**src/rtl/busarb_rr.sv**
```systemverilog
// busarb_rr: round-robin bus arbiter for NUM_MASTERS masters, parking on the last owner.
// Define BUSARB_TIMEOUT_EN to preempt a contended owner after MAX_HOLD cycles of tenure.
module busarb_rr #(
    parameter int NUM_MASTERS = 4,
    parameter int IDW = $clog2(NUM_MASTERS),
    parameter int MAX_HOLD = 16
) (
    input  logic                   clk,
    input  logic                   reset,
    input  logic [NUM_MASTERS-1:0] breq_,
    output logic [NUM_MASTERS-1:0] bgrt_,
    output logic [IDW-1:0]         bgrt_id
);
    if (NUM_MASTERS < 2 || NUM_MASTERS > 16) begin : g_bad_n
        $error("busarb_rr: NUM_MASTERS must be 2..16");
    end
    if (MAX_HOLD < 2 || MAX_HOLD > 65535) begin : g_bad_hold
        $error("busarb_rr: MAX_HOLD must be 2..65535");
    end
    logic [NUM_MASTERS-1:0] req;
    logic [IDW-1:0]         owner, rr_next, owner_next;
    logic                   found, preempt;
    assign req = ~breq_;
    // Search owner+1, owner+2, ... modulo NUM_MASTERS for the next requester.
    always_comb begin
        logic [IDW-1:0] idx;
        idx = '0;
        rr_next = owner;
        found = 1'b0;
        for (int k = 1; k < NUM_MASTERS; k++) begin
            idx = IDW'((int'(owner) + k) % NUM_MASTERS);
            if (!found && req[idx]) begin
                rr_next = idx;
                found = 1'b1;
            end
        end
    end
`ifdef BUSARB_TIMEOUT_EN
    localparam int CW = $clog2(MAX_HOLD);
    logic [CW-1:0] cnt;
    assign preempt = (cnt == CW'(MAX_HOLD - 1)) && req[owner] && found;
    always_ff @(posedge clk) begin
        if (reset) cnt <= '0;
        else if (owner_next != owner) cnt <= '0;
        else if (cnt != CW'(MAX_HOLD - 1)) cnt <= cnt + CW'(1);
    end
`else
    assign preempt = 1'b0;
`endif
    assign owner_next = (found && (!req[owner] || preempt)) ? rr_next : owner;
    always_ff @(posedge clk) begin
        if (reset) owner <= '0;
        else owner <= owner_next;
    end
    assign bgrt_   = ~(NUM_MASTERS'(1) << owner);
    assign bgrt_id = owner;
endmodule

```
**config.mk**
```make
export PLATFORM = sky130hd
export DESIGN_NAME = busarb_rr
export DESIGN_NICKNAME = d
export VERILOG_FILES = /design/src/rtl/busarb_rr.sv
export SDC_FILE = /design/constraint.sdc
export NUM_CORES = 1
export LEC_CHECK = 0
export ABC_CLOCK_PERIOD_IN_PS = 2300
export CAP_MARGIN = 20
export CORE_AREA = 2 2 39 41
export DETAILED_ROUTE_END_ITERATION = 8
export DIE_AREA = 0 0 41 43
export HOLD_SLACK_MARGIN = 0.06
export PLACE_DENSITY = 0.58
export SYNTH_ARGS = -nofsm -noshare
export SYNTH_HDL_FRONTEND = slang
export SYNTH_SLANG_ARGS = --single-unit
```
**constraint.sdc**
```tcl
create_clock -name clk -period 2.3 [get_ports clk]
set_input_delay 0.46 -clock clk [delete_from_list [all_inputs] [get_ports clk]]
set_output_delay 0.46 -clock clk [all_outputs]
set_load 0.005 [all_outputs]
```
==> flow_summary.ini <==
[logic_synthesis]
synth_edf_count = 0
yosysSeqAreaShare_pct = 12.7
yosysWarnings = 0
ys_async_sr_fraction_pct = 0
synth.distinct_cells = 17
synth.avg_cell_area_um2 = 10.1
synth.area.top_cells = mux4_2, ha_1, dfxtp_1
synth_area_um2 = 314
ys_ff_latch = 2
netlist_instances = 31
synthTopCellsByCount = inv_1, ha_1, mux4_2
synth.most_common_cell = inv_1
synth_flop_cell = dfxtp_1
synth_area_leader_cell = mux4_2
syn-num-nets = 41
netlist.area_leader.share_pct = 21.5

[critical_path]
path_depth = 5
critPathTopFamily = multiplexers
start_kind = primary input
path_class = in -> reg
endpoint_kind = register
cp.required_ns = 2.41
path_cells = clkdlybuf4s50_1 > mux4_2 > nand2b_1 > a21boi_2 > mux2_1
cpPeakStageDelay_ns = 0.49
crit_buf_inv = 1
critPathArrivalTime_ns = 2.05
cp_max_fo = 5
slowest_stage = mux4_2
r2r_cells = 6

[floorplanning]
die_height_um = 43
die_area_um2 = 1760
initial_core_util_pct = 22.7
rows = 14
core_area_um2 = 1380
io_pins = 12
die_x_um = 41

[route]
drt_first_pass_iters = 2
post_drt_via_cell_ratio = 4.53
detail-route-antenna-nets = 0
vias = 281
wl_um = 588
drc_errors = 0
detailedRoute.firstIterationViolations = 3
wl_per_cell_um = 9.48

[power_and_ir_drop]
p_total_uw = 548
p_per_area_nw_per_um2 = 1160
ir_drop_mv = 0.359
p_leak_nw = 0.189

[sta]
finalCritPeriodShare_pct = 84.2
setup_viol = 0
fin_tns_setup_ns = 0
drv_slew = 0
fin_crit_ns = 1.94
tightestPinTransition_ns = 0.185
fin_skew_ns = 0.00104
rsz0062_at_grt = no
hold_viol_final = 0
timing.hold.ws_ns = 0.581
fmax_ghz = 0.516
slew_headroom_pct = 87.6

[global_routing]
antenna_found_initial = 0
grt_pass1_vias = 252
grt-ovfl-total = 0
track_usage_pct = 8.59
grt_pass1_wl_um = 979
grt_max_degree = 11

[flow_run]
maxCapViolCount = 0

[clocking]
clock_path_buffers = 2
clk_pin_slew_ns = 0.03
cts_htree_levels = 1
cts_setup_buffers = 0
clock_latency_ns = 0.23
cts_hold_buf = 0
cts_resized = 0
cts_made_buffers = 3
cts_tree = yes
clock_sink_count = 2
root_buffer = clkbuf_4

[cells_and_area]
antennaDiodeCount = 0
fill_cells = 154
fin_util_pct = 34.0
instances_no_fill = 62
largest_reg_flops = 2
ff_latch_area_um2 = 40.0
synthToLayoutAreaGrowth_pct = 49.8
nets = 58
layout-drive-gt1-share_pct = 19.6
multiInputGateArea_um2 = 240

[worst_hold_path]
min_path_type = reg -> reg
holdPathStages = 3

[placement]
placed_cells = 59
io_buffer_count = 11
gp_congestion = 0.766

[run_status]
status = finished clean
report_power, final:
part           internal, mW  total (mW)  switching (mW)
registers            0.0507      0.0574         0.00670
clock network        0.0577      0.0793          0.0216
logic                 0.238       0.411           0.173
total                 0.346       0.548           0.201
final timing paths:
kind,start,end,slack [ns]
setup / recovery,breq_[0],bgrt_id[0]$_SDFFE_PP0P_,0.36
hold reg to reg,bgrt_id[1]$_SDFFE_PP0P_,bgrt_id[1]$_SDFFE_PP0P_,0.58
hold / removal,bgrt_id[1]$_SDFFE_PP0P_,bgrt_id[1]$_SDFFE_PP0P_,0.58
setup reg to reg,bgrt_id[0]$_SDFFE_PP0P_,bgrt_id[0]$_SDFFE_PP0P_,0.50
placed cells by master, fill, tap and decap left out:
master	Yosys	layout
nor2b_1	1	1
mux2i_1	2	2
mux4_1	1	1
mux2_1	1	1
inv_1	6	6
nand2b_1	1	1
clkbuf_4	0	3
mux4_2	3	3
a31oi_1	1	1
a21boi_2	1	1
nand2_1	1	1
a311oi_1	1	1
nand3_1	2	2
buf_4	0	2
nor2_1	2	2
a21oi_1	1	1
dfxtp_1	2	2
ha_1	4	4
clkdlybuf4s50_1	0	11
kinds of logic (layout without fill, tap and decap cells):
group | count (synthesis) | in the layout | synth area share, %
AOI/OAI and AO/OA | 4 | 4 | 9.96
adders and majority gates | 4 | 4 | 15.9
buffers and inverters | 7 | 22 | 10.8
DFF | 2 | 2 | 12.7
muxes | 7 | 7 | 39.8
and+or+nand+nor | 7 | 7 | 10.8
layout make-up:
class | instances | share of cell area, %
Clock buffer | 3 | 4.79
Inverter | 6 | 4.79
Multi-Input combinational cell | 22 | 51.1
Sequential cell | 2 | 8.51
Tap cell | 16 | 4.26
Timing Repair Buffer | 13 | 26.6
per-layer routing:
metal | share of wire (%) | global-route usage [%] | wire (um) | vias up
li1 | - | - | - | 142
met1 | 44 | 8.85 | 258 | 127
met2 | 46 | 12.5 | 270 | 12
met3 | 10 | 3.14 | 59 | 0
met4 | 0 | 8.00 | 0 | 0
met5 | 0 | 0 | 0 | -
tightest hold or removal path: stages (launching register included):
cell and delay [ns]:
dfxtp_1 0.32, inv_1 0.07, nand3_1 0.07, a311oi_1 0.07
through the flow:
stage	instance area, um^2	setup WS [ns]
4_1_cts	470	0.359
5_1_grt	470	0.303
6_report	470	0.364
2_1_floorplan	314	0.350
3_3_place_gp	448	0.143
3_5_place_dp	448	0.120
Power figures use the tool's default switching activity.
